===== config.mk =====
export PLATFORM = sky130hd
export DESIGN_NAME = sram_song_loader_flat
export DESIGN_NICKNAME = d
export VERILOG_FILES = /design/src/rtl/sram_song_loader_if.sv /design/src/rtl/sram_song_loader.sv /design/src/flat_wrapper.sv
export SDC_FILE = /design/constraint.sdc
export NUM_CORES = 1
export LEC_CHECK = 0
export CAP_MARGIN = 20
export CELL_PAD_IN_SITES_DETAIL_PLACEMENT = 0
export CELL_PAD_IN_SITES_GLOBAL_PLACEMENT = 1
export CORE_MARGIN = 2
export CORE_UTILIZATION = 35
export CTS_BUF_LIST = sky130_fd_sc_hd__clkbuf_16
export DETAILED_ROUTE_END_ITERATION = 16
export GPL_TIMING_DRIVEN = 0
export PLACE_DENSITY = 0.72
export RECOVER_POWER = 50
export SETUP_SLACK_MARGIN = 0.3
export SLEW_MARGIN = 20
export SYNTH_ARGS = -nofsm -noshare
export SYNTH_HDL_FRONTEND = slang
export SYNTH_SLANG_ARGS = --single-unit
export TNS_END_PERCENT = 5

===== constraint.sdc =====
create_clock -name clk -period 2.8 [get_ports clk]
set_input_delay 0.56 -clock clk [delete_from_list [all_inputs] [get_ports clk]]
set_output_delay 0.56 -clock clk [all_outputs]
set_load 0.1 [all_outputs]

===== src/rtl/sram_song_loader_if.sv =====
// Song loader bus: UART input, SRAM write port and load status.
// The loader side uses master, the consumer/bench side uses slave.
interface sram_song_loader_if #(
  parameter int ADDR_W = 18
);
  logic              uart_rx;
  logic [ADDR_W-1:0] sram_a;
  logic [15:0]       sram_dq_out;
  logic              sram_dq_oe;
  logic              sram_we;
  logic              sram_oe;
  logic              sram_ce;
  logic              sram_lb;
  logic              sram_ub;
  logic              load_done;
  logic [ADDR_W:0]   word_count;
  logic              err_framing;
  logic              err_overflow;

  modport master (
    input  uart_rx,
    output sram_a, sram_dq_out, sram_dq_oe,
    output sram_we, sram_oe, sram_ce,
    output sram_lb, sram_ub,
    output load_done, word_count,
    output err_framing, err_overflow
  );

  modport slave (
    output uart_rx,
    input  sram_a, sram_dq_out, sram_dq_oe,
    input  sram_we, sram_oe, sram_ce,
    input  sram_lb, sram_ub,
    input  load_done, word_count,
    input  err_framing, err_overflow
  );
endinterface


===== src/rtl/sram_song_loader.sv =====
// UART 8N1 receiver that packs byte pairs into 16-bit song words
// and writes them to SRAM from address 0 until an END word.
module sram_song_loader #(
  parameter int CLKS_PER_BIT = 434,
  parameter int ADDR_W       = 18
) (
  input logic clk,
  input logic rst,
  sram_song_loader_if.master bus
);
  localparam int CW = $clog2(CLKS_PER_BIT + 1);
  localparam logic [CW-1:0] FULL = CW'(CLKS_PER_BIT - 1);
  localparam logic [CW-1:0] HALF = CW'(CLKS_PER_BIT / 2 - 1);

  typedef enum logic [1:0] {
    IDLE, START, DATA, STOP
  } rx_t;

  typedef enum logic [2:0] {
    W_IDLE, W_SETUP, W_PULSE, W_PULSE2, W_HOLD
  } wr_t;

  rx_t rx_st, rx_nx;
  wr_t w_st, w_nx;

  logic rx_m, rx, rx_d;
  logic fall, tick_half, tick_full, last_bit;
  logic byte_vld, frame_err, word_go;
  logic [CW-1:0] cnt;
  logic [2:0] bit_cnt;
  logic [7:0] shreg, hi_byte;
  logic hi_pend;
  logic [ADDR_W-1:0] addr;
  logic [15:0] data;
  logic [ADDR_W:0] count;
  logic done, ferr, ovf;
  logic is_end, at_top;
  logic we, dq_oe;

  always_ff @(posedge clk) begin
    if (rst) begin
      rx_m <= 1'b1;
      rx   <= 1'b1;
      rx_d <= 1'b1;
    end else begin
      rx_m <= bus.uart_rx;
      rx   <= rx_m;
      rx_d <= rx;
    end
  end

  assign fall      = rx_d & ~rx;
  assign tick_half = cnt == HALF;
  assign tick_full = cnt == FULL;
  assign last_bit  = bit_cnt == 3'd7;

  always_ff @(posedge clk) begin
    if (rst) rx_st <= IDLE;
    else     rx_st <= rx_nx;
  end

  always_comb begin
    rx_nx = rx_st;
    unique case (rx_st)
      IDLE:  if (fall) rx_nx = START;
      START: if (tick_half) rx_nx = rx ? IDLE : DATA;
      DATA:  if (tick_full && last_bit) rx_nx = STOP;
      STOP:  if (tick_full) rx_nx = IDLE;
      default: rx_nx = IDLE;
    endcase
  end

  // Once the song is loaded the receiver keeps framing but has no effect.
  always_comb begin
    byte_vld  = 1'b0;
    frame_err = 1'b0;
    if (rx_st == STOP && tick_full && !done) begin
      byte_vld  = rx;
      frame_err = ~rx;
    end
  end

  always_ff @(posedge clk) begin
    if (rst) begin
      cnt     <= '0;
      bit_cnt <= '0;
      shreg   <= '0;
    end else begin
      if (rx_st != rx_nx || tick_full) cnt <= '0;
      else cnt <= cnt + CW'(1);
      if (rx_st == IDLE) begin
        bit_cnt <= '0;
      end else if (rx_st == DATA && tick_full) begin
        bit_cnt <= bit_cnt + 3'd1;
        shreg   <= {rx, shreg[7:1]};
      end
    end
  end

  assign word_go = byte_vld & hi_pend;

  always_ff @(posedge clk) begin
    if (rst) begin
      hi_pend <= 1'b0;
      hi_byte <= '0;
      data    <= '0;
    end else if (frame_err) begin
      hi_pend <= 1'b0;
    end else if (byte_vld) begin
      if (hi_pend) begin
        data    <= {hi_byte, shreg};
        hi_pend <= 1'b0;
      end else begin
        hi_byte <= shreg;
        hi_pend <= 1'b1;
      end
    end
  end

  always_ff @(posedge clk) begin
    if (rst) w_st <= W_IDLE;
    else     w_st <= w_nx;
  end

  always_comb begin
    w_nx = w_st;
    unique case (w_st)
      W_IDLE:   if (word_go) w_nx = W_SETUP;
      W_SETUP:  w_nx = W_PULSE;
      W_PULSE:  w_nx = W_PULSE2;
      W_PULSE2: w_nx = W_HOLD;
      W_HOLD:   w_nx = W_IDLE;
      default:  w_nx = W_IDLE;
    endcase
  end

  always_comb begin
    we    = 1'b1;
    dq_oe = 1'b0;
    unique case (w_st)
      W_SETUP, W_HOLD: dq_oe = 1'b1;
      W_PULSE, W_PULSE2: begin
        we    = 1'b0;
        dq_oe = 1'b1;
      end
      default: ;
    endcase
  end

  assign is_end = data[15:12] == 4'b0000;
  assign at_top = &addr;

  // The top address never wraps; it is the final slot either way.
  always_ff @(posedge clk) begin
    if (rst) begin
      addr  <= '0;
      count <= '0;
      done  <= 1'b0;
      ferr  <= 1'b0;
      ovf   <= 1'b0;
    end else begin
      if (frame_err) ferr <= 1'b1;
      if (w_st == W_HOLD) begin
        count <= count + (ADDR_W + 1)'(1);
        if (!at_top) addr <= addr + ADDR_W'(1);
        if (is_end) begin
          done <= 1'b1;
        end else if (at_top) begin
          done <= 1'b1;
          ovf  <= 1'b1;
        end
      end
    end
  end

  assign bus.sram_a       = addr;
  assign bus.sram_dq_out  = data;
  assign bus.sram_dq_oe   = dq_oe;
  assign bus.sram_we      = we;
  assign bus.sram_oe      = 1'b1;
  assign bus.sram_ce      = 1'b0;
  assign bus.sram_lb      = 1'b0;
  assign bus.sram_ub      = 1'b0;
  assign bus.load_done    = done;
  assign bus.word_count   = count;
  assign bus.err_framing  = ferr;
  assign bus.err_overflow = ovf;
endmodule


===== src/flat_wrapper.sv =====
// flat-port wrapper written by rule: the top's interface ports become plain ports
module sram_song_loader_flat 
#(
  parameter int CLKS_PER_BIT = 434,
  parameter int ADDR_W       = 18
)
  (clk, rst, bus_uart_rx, bus_sram_a, bus_sram_dq_out, bus_sram_dq_oe, bus_sram_we, bus_sram_oe, bus_sram_ce, bus_sram_lb, bus_sram_ub, bus_load_done, bus_word_count, bus_err_framing, bus_err_overflow);
  sram_song_loader_if #(.ADDR_W(ADDR_W)) bus_i ();
  input logic clk;
  input logic rst;
  input wire logic [$bits(bus_i.uart_rx)-1:0] bus_uart_rx;
  output wire logic [$bits(bus_i.sram_a)-1:0] bus_sram_a;
  output wire logic [$bits(bus_i.sram_dq_out)-1:0] bus_sram_dq_out;
  output wire logic [$bits(bus_i.sram_dq_oe)-1:0] bus_sram_dq_oe;
  output wire logic [$bits(bus_i.sram_we)-1:0] bus_sram_we;
  output wire logic [$bits(bus_i.sram_oe)-1:0] bus_sram_oe;
  output wire logic [$bits(bus_i.sram_ce)-1:0] bus_sram_ce;
  output wire logic [$bits(bus_i.sram_lb)-1:0] bus_sram_lb;
  output wire logic [$bits(bus_i.sram_ub)-1:0] bus_sram_ub;
  output wire logic [$bits(bus_i.load_done)-1:0] bus_load_done;
  output wire logic [$bits(bus_i.word_count)-1:0] bus_word_count;
  output wire logic [$bits(bus_i.err_framing)-1:0] bus_err_framing;
  output wire logic [$bits(bus_i.err_overflow)-1:0] bus_err_overflow;
  assign bus_i.uart_rx = bus_uart_rx;
  assign bus_sram_a = bus_i.sram_a;
  assign bus_sram_dq_out = bus_i.sram_dq_out;
  assign bus_sram_dq_oe = bus_i.sram_dq_oe;
  assign bus_sram_we = bus_i.sram_we;
  assign bus_sram_oe = bus_i.sram_oe;
  assign bus_sram_ce = bus_i.sram_ce;
  assign bus_sram_lb = bus_i.sram_lb;
  assign bus_sram_ub = bus_i.sram_ub;
  assign bus_load_done = bus_i.load_done;
  assign bus_word_count = bus_i.word_count;
  assign bus_err_framing = bus_i.err_framing;
  assign bus_err_overflow = bus_i.err_overflow;
  sram_song_loader #(.CLKS_PER_BIT(CLKS_PER_BIT), .ADDR_W(ADDR_W)) u_core (.clk(clk), .rst(rst), .bus(bus_i));
endmodule

* Word-level counts from Yosys, hierarchy flattened
Cells that the tools add are included.
** Cells by class
- Add/sub/neg operators :: 4
- Equality and inequality tests :: 12
- Mux-type cells :: 15
- Bitwise logic cells :: 8
- Reduce and logical (&&, ||, !) cells :: 22
** Operators by type and width (count)
- $reduce_and A20 Y1 :: 1
- $add A19 B1 Y19 const B :: 1
- $add A18 B1 Y18 const B :: 1
- $reduce_and A18 Y1 :: 1
- $pmux W3 S4 :: 1
- $mux W2 :: 5
- $add A9 B1 Y9 const B :: 1
- $eq A9 B8 Y1 const B :: 1
- $eq A9 B9 Y1 const B :: 1
- $pmux W2 S4 :: 1
- $reduce_or A2 Y1 :: 4
- $mux W1 :: 7
- $eq A3 B2 Y1 const B :: 2
- $eq A3 B3 Y1 const B :: 2
- $not A1 Y1 :: 6
- $reduce_and A2 Y1 :: 3
- $reduce_and A3 Y1 :: 2
- $eq A2 B2 Y1 const B :: 2
- $logic_and A1 B1 Y1 :: 4
- $logic_not A4 Y1 :: 1
- $reduce_or A4 Y1 :: 1
- $add A3 B1 Y3 const B :: 1
- $eq A3 B1 Y1 const B :: 1
- $logic_not A3 Y1 :: 1
- other kinds (9) :: 10
** Storage, ports and cells
- Register bits :: 93
- Bits of input ports :: 3
- Logic and storage cells :: 77

* Depth between registers and ports, before layout
Gate-level depths: netlist of the first run.
- Depth after elaboration :: 7
- Gate-level depth with buffers :: 9
- Depth with buffers taken out :: 7

* Worst setup path before layout of the first run
OpenSTA, ideal clock, no wires.
- Kind :: reg-to-reg
- From :: register u_core.addr[8], in the netlist u_core.bus.sram_a[8]
- To :: register u_core.addr[11], in the netlist u_core.bus.sram_a[11]
- Setup time :: 0.123 ns
- Arrival :: 2.679 ns
- Required time :: 2.677 ns
- Setup slack :: -0.002 ns
- Stages on the path, launching flop included :: 7
- Path buffers :: 1
- Cells stage by stage :: dfxtp_1 nand4_1 or3_1 clkbuf_1 o21ai_1 nor4_1 mux2_1
** On the way
- Longest elaborated chain between the ends :: 3
** RTL lines
- start: declaration :: line sram_song_loader.sv:33 : logic [ADDR_W-1:0] addr;
- start signal: assignment :: line sram_song_loader.sv:165 : if (!at_top) addr <= addr + ADDR_W'(1);
- branches (longest 3 deep; another with $add A18 B1 Y18)
Parallel ways; which one is timed is not known.
A chain may end at the register's enable or synchronous reset.

* Worst setup path after layout of the first run
- From :: register u_core.w_st[2]
- To :: output port bus_sram_we
** On the way
- Longest elaborated chain between the ends :: 3
** RTL lines
- start: declaration :: line sram_song_loader.sv:24 : wr_t w_st, w_nx;
- start signal: assignment :: line sram_song_loader.sv:122 : else w_st <= w_nx;
- $eq A3 B2 Y1 :: line sram_song_loader.sv:140 : unique case (w_st)
- $reduce_or A2 Y1 (*)
- $mux W1 (*) :: line sram_song_loader.sv:140
- end: declaration :: line flat_wrapper.sv:15 : output wire logic [$bits(bus_i.sram_we)-1:0] bus_sram_we;
Mark *: on every way between the ends. The rest lies on a longest branch, timed or not.

==> metrics.yaml, run 1 <==
drt:
  initialDrtViolationCount: 97
  wirelength_mm: 9.28
  dr.pass1.iters: 4
  ant_nets: 0
  vias: 3401
  vias_per_cell: 4.98
  wl_per_cell_um: 13.6
  drc: 0
logic_synthesis:
  postSynth.asyncResetShare_pct: 0
  yosysMostFrequentCell: "dfxtp_1"
  ys_warn_count: 0
  synth_common_cells: "93 x dfxtp_1, 70 x nand2_1, 54 x nor2_1, 38 x a21oi_1"
  syn_area_um2: 3930
  ys_seq_elements: 93
  seq_area_frac_synth_pct: 47.3
  synth_top_cell_by_area: "dfxtp_1"
  synth-edff-count: 0
  synthCells: 465
  ys_types: 46
  synth_area_leaders: "dfxtp_1 47%, nand2_1 6.7%, nor2_1 5.2%"
  ys.flop_type: "dfxtp_1"
  syn_area_per_cell_um2: 8.46
  synth_top_area_share_pct: 47.3
cts:
  cts_tree: "built"
  cts_buffers: 9
  cts.clk_slew.worst_paths_ns: 0.07
  cts_root_buf: "clkbuf_16"
  cts_sinks: 93
  cts.htree.levels: 3
  cts.path.max_buffers: 2
  cts_hold_buf: 0
  worstSkewPairLatency_ns: 0.35
grt:
  grt_pass1_vias: 3135
  met1_usage_pct: 21.5
  use_met3_pct: 2.88
  grt_usage_pct: 16.2
  overflow: 0
  antenna_found_initial: 0
  grt_max_degree: 17
  grt_pass1_wl_mm: 15.2
  grt.busiest_layer: "met2"
  gr-usage-met2_pct: 25.8
sta:
  period_minus_slack_ns: 2.65
  slew_headroom_pct: 33.7
  skew_ns: 0.00900
  worstMarginPinSlew_ns: 0.992
  setup_viol: 0
  fin_setup_tns_ns: 0
  rsz0062_at_grt: "true"
  drv_slew: 0
  min_period_over_period_pct: 94.7
  finalHoldViolations: 0
  max_freq_mhz: 377
critical_path:
  r2r_cells: 7
  arrival_ns: 2.09
  worstPathRequired_ns: 2.24
  cp-end-kind: "output pin"
  worst-setup-path-type: "reg2out"
  cp_max_fo: 7
  cp-start-kind: "flop"
placed_design:
  dpl_cell_area_um2: 4740
  gp_congestion: 0.784
  port_buffers: 60
  dpl.hpwl_mm: 6.64
finish:
  stdcell_area_um2: 5050
  fillers: 1103
  drive_above_1_share_pct: 6.63
  finalNetCount: 548
  syn_to_final_growth_pct: 28.3
  antenna_cells: 0
floorplan:
  die_h_um: 110
  dieArea_um2: 12100
  rows: 38
  core_area_um2: 10900
  io_pins: 65
  die_x_um: 110
  start_util_pct: 36.1
power_and_ir_drop:
  ir_worst_vdd_mv: 0.246
  leakagePower_nw: 1.76
  power_density_nw_per_um2: 543
job:
  cap_violations: 0
hold_path:
  hold_depth: 1
  hp-class: "reg2reg"
outcome:
  status: "finished clean"
## final timing paths
kind                  start                     to  slack [ns]
max          u_core.w_st[2]            bus_sram_we        0.15
min             u_core.rx_m              u_core.rx        0.44
max reg2reg  u_core.w_st[2]  u_core.bus.sram_a[16]        0.35
min reg2reg     u_core.rx_m              u_core.rx        0.44
## final cells by class
class | count | area (um2) | share of cell area, %
multi-input cells | 337 | 1920 | 38.1
flip-flops and latches | 93 | 1870 | 37.1
repair buffers | 60 | 599 | 11.9
clock buffers | 9 | 225 | 4.46
well taps | 140 | 175 | 3.47
plain buffers | 25 | 110 | 2.18
clock inverters | 7 | 97.6 | 1.93
inverters | 12 | 45.0 | 0.892
## kinds of logic (layout without fill, tap and decap cells)
logic type | after synthesis | in the layout | share of synthesized area (%)
and+or+nand+nor | 218 | 218 | 26.7
DFF | 93 | 93 | 47.3
AOI/OAI and AO/OA | 65 | 65 | 9.38
buffers and inverters | 37 | 113 | 4.20
xor gates and xnor gates | 33 | 33 | 7.35
muxes | 10 | 10 | 2.58
adders and majority gates | 7 | 7 | 2.23
other | 2 | 4 | 0.191
## stage by stage
stage	std cells	util, %	total power, mW	hold WS, ns	worst slack, ns
floorplan	467	-	1.43	0.389	0.224
global placement	667	43.5	1.45	0.396	0.348
detailed placement	667	43.5	1.45	0.406	0.325
CTS	683	46.4	2.78	0.436	0.135
global route	683	46.4	2.84	0.468	0.0972
finish	683	46.4	2.74	0.437	0.149
## critical path: stages (launching register included)
cell             delay [ns]
dfxtp_1                0.47
nand2b_1               0.14
clkdlybuf4s50_1        1.14
## flip-flops by register name (all words and copies together), names as in the netlist
name                     count
u_core.bit_cnt               3
u_core.bus.err_framing       1
u_core.bus.err_overflow      1
u_core.bus.load_done         1
u_core.bus.sram_a           18
u_core.bus.sram_dq_out      16
u_core.bus.word_count       19
u_core.cnt                   9
u_core.hi_byte               8
u_core.hi_pend               1
u_core.rx                    1
u_core.rx_d                  1
u_core.rx_m                  1
u_core.rx_st                 2
u_core.shreg                 8
u_core.w_st                  3
## where the power goes
group	leakage, nW	switching (mW)	total [mW]	internal (mW)
sequential	0.754	0.00838	1.34	1.33
combinational	0.849	0.0628	0.0840	0.0213
clock	0.154	0.532	1.32	0.787
total	1.76	0.603	2.74	2.14
## routing by layer
| metal | wire length, um | up-vias |
|---|---|---|
| met5 | 0 | - |
| met4 | 176 | 0 |
| met3 | 332 | 13 |
| met2 | 4390 | 56 |
| met1 | 4380 | 1599 |
| li1 | - | 1733 |
## cells in the final DEF (no fill, tap or decap), types with 11 or more instances in the layout
cell and instances:
dfxtp_1 85, nand2_1 70, clkdlybuf4s50_1 58, nor2_1 54, a21oi_1 38, clkbuf_1 20
nand3_1 18, xor2_1 18, nor3_1 16, xnor2_1 14, inv_1 12, or3_1 12
nand4_1 11
## what timing repair did
action                                  in CTS  in global routing
resized for setup                            1                  1
buffers inserted                             0                  0
endpoints found under the setup margin      10                 38
cloned                                       0                  0
(Power assumes the default switching activity.)
==> run 2: changes to the inputs <==
--- a/config.mk
+++ b/config.mk
@@ -8,7 +8,7 @@
 export CAP_MARGIN = 20
 export CELL_PAD_IN_SITES_DETAIL_PLACEMENT = 0
 export CELL_PAD_IN_SITES_GLOBAL_PLACEMENT = 1
-export CORE_MARGIN = 2
+export CORE_MARGIN = 5
 export CORE_UTILIZATION = 35
 export CTS_BUF_LIST = sky130_fd_sc_hd__clkbuf_16
 export DETAILED_ROUTE_END_ITERATION = 16
==> constraint.sdc (replaced) <==
create_clock -name clk -period 2.8 [get_ports clk]
set_input_delay 0.84 -clock clk [delete_from_list [all_inputs] [get_ports clk]]
set_output_delay 0.84 -clock clk [all_outputs]
set_load 0.1 [all_outputs]
==> run 2 against run 1 <==
Against the previous run:
- cell count unchanged
- register-to-register slack improved by 0.09 ns
- global-route usage decreased by 1.3 points
- critical path type unchanged
- routed wire length increased by 1.2%
- power decreased by 1.4%
- worst setup slack improved by 0.12 ns
- clock power decreased by 3%
- largest power group unchanged
- combinational power about the same
- non-clock buffer count unchanged
- first-iteration DRC count increased by 63%
- cell area increased by 0.77%
==> metrics.yaml, run 2 (synthesized netlist as in run 1, its figures left out) <==
critical_path:
  crit_chain: "clkbuf_1"
  cp-end-kind: "output pin"
  crit_buf_inv: 1
  arrival_ns: 1.69
  crit_cells: 1
  crit_family: "buffers and inverters"
  slowest_delay_ns: 0.90
  worst-setup-path-type: "reg2out"
  worstPathRequired_ns: 1.96
  cp-start-kind: "flop"
  r2r_cells: 7
  slowest_stage: "clkbuf_1"
  worst-r2r-setup-slack_ns: 0.44
  cp_max_fo: 8
drt:
  wl_per_cell_um: 13.7
  vias_per_cell: 4.95
  vias: 3381
  drc: 0
  ant_nets: 0
  dr.pass1.iters: 4
  wirelength_mm: 9.39
  initialDrtViolationCount: 158
cts:
  cts_sinks: 93
  cts.path.max_buffers: 2
  post-cts-setup-buffer-count: 0
  cts_root_buf: "clkbuf_16"
  worstSkewPairLatency_ns: 0.34
  cts_buffers: 9
  cts_tree: "built"
  cts.clk_slew.worst_paths_ns: 0.06
  cts.htree.levels: 3
finish:
  postLayoutCoreUtil_pct: 46.5
  largest_reg_flops: 19
  drive_above_1_share_pct: 6.63
  fillers: 1076
  finalNetCount: 548
  final_common_cell: "dfxtp_1"
  syn_to_final_growth_pct: 29.3
  mostFrequentLayoutCells: "93 x dfxtp_1, 70 x nand2_1, 54 x nor2_1, 43 x dlymetal6s2s_1, 38 x a21oi_1"
  antenna_cells: 0
floorplan:
  io_pins: 65
  core_area_um2: 10900
  dieArea_um2: 13500
  rows: 38
  start_util_pct: 36.0
  die_x_um: 116
  die_h_um: 116
power_and_ir_drop:
  power_density_nw_per_um2: 531
  leakagePower_nw: 2.56
  total_power_mw: 2.70
  ir_worst_vdd_mv: 0.389
grt:
  antenna_found_initial: 0
  grt_pass1_wl_mm: 16.0
  grt_usage_pct: 14.9
  overflow: 0
  grt_max_degree: 16
  grt_pass1_vias: 3269
placed_design:
  port_buffers: 60
  dpl.hpwl_mm: 6.78
  gp_congestion: 0.749
sta:
  setup_viol: 0
  max_freq_mhz: 395
  worstMarginPinSlew_ns: 1.18
  drv_slew: 0
  min_period_over_period_pct: 90.3
  slew_headroom_pct: 21.9
  finalHoldViolations: 0
  period_minus_slack_ns: 2.53
  fin_setup_tns_ns: 0
  skew_ns: 0.00637
  rsz0062_at_grt: "false"
hold_path:
  hold_depth: 1
  hp-class: "reg2reg"
outcome:
  status: "finished clean"
job:
  cap_violations: 0
## run 2: cell count changes in the layout (fill, tap and decap cells not counted), sizes merged
cell | previous run | this run
clkdlybuf4s50 | 58 | 1
clkinv | 2 | 1
dlymetal6s2s | 0 | 43
inv | 14 | 13
clkinvlp | 1 | 3
buf | 5 | 7
clkbuf | 29 | 40
clkdlybuf4s15 | 0 | 2
dlygate4sd2 | 1 | 0
## run 2: layout make-up
class                           instances  area [um2]  area share, %
Buffer                                 25         120           2.36
Clock buffer                            9         225           4.43
Clock inverter                          7        91.3           1.80
Inverter                               12        45.0          0.885
Multi-Input combinational cell        337        1940           38.1
Sequential cell                        93        1860           36.6
Tap cell                              140         175           3.44
Timing Repair Buffer                   60         632           12.4
## run 2: path summary, 6_finish.rpt
path                    startpoint               endpoint
max reg2reg         u_core.w_st[2]  u_core.bus.sram_a[16]
min reg2reg            u_core.rx_m              u_core.rx
min                    u_core.rx_m              u_core.rx
max          u_core.bus.sram_a[14]         bus_sram_a[14]
## run 2: routing by layer
layer  share of wire [%]  track usage (%)  up-vias
li1                    -                -     1721
met1                  45             19.6     1572
met2                  48             23.8       76
met3                 5.3             3.55       12
met4                 1.8             5.41        0
met5                   0                0        -
## run 2: through the flow
stage	instance area, um2	worst slack (ns)	instances	hold WS [ns]
after floorplan	3950	-0.00219	467	0.389
after global placement	4720	0.162	667	0.401
after detailed placement	4720	0.135	667	0.398
after CTS	5030	0.0137	683	0.414
after global routing	5090	0.227	683	0.459
final	5090	0.270	683	0.410
## run 2: repair_timing
action                                  4_1_cts  5_1_grt
gates resized for setup                      15       72
hold buffers                                  0        0
gates cloned                                  0        0
pin swaps                                     0        0
endpoints found under the setup margin       58       78
endpoints found under the hold margin         0        0
## run 2: power breakdown
part	leakage (nW)	switching, mW	internal [mW]
clock	0.149	0.503	0.777
sequential	0.750	0.00783	1.33
combinational	1.66	0.0632	0.0210
total	2.56	0.574	2.13
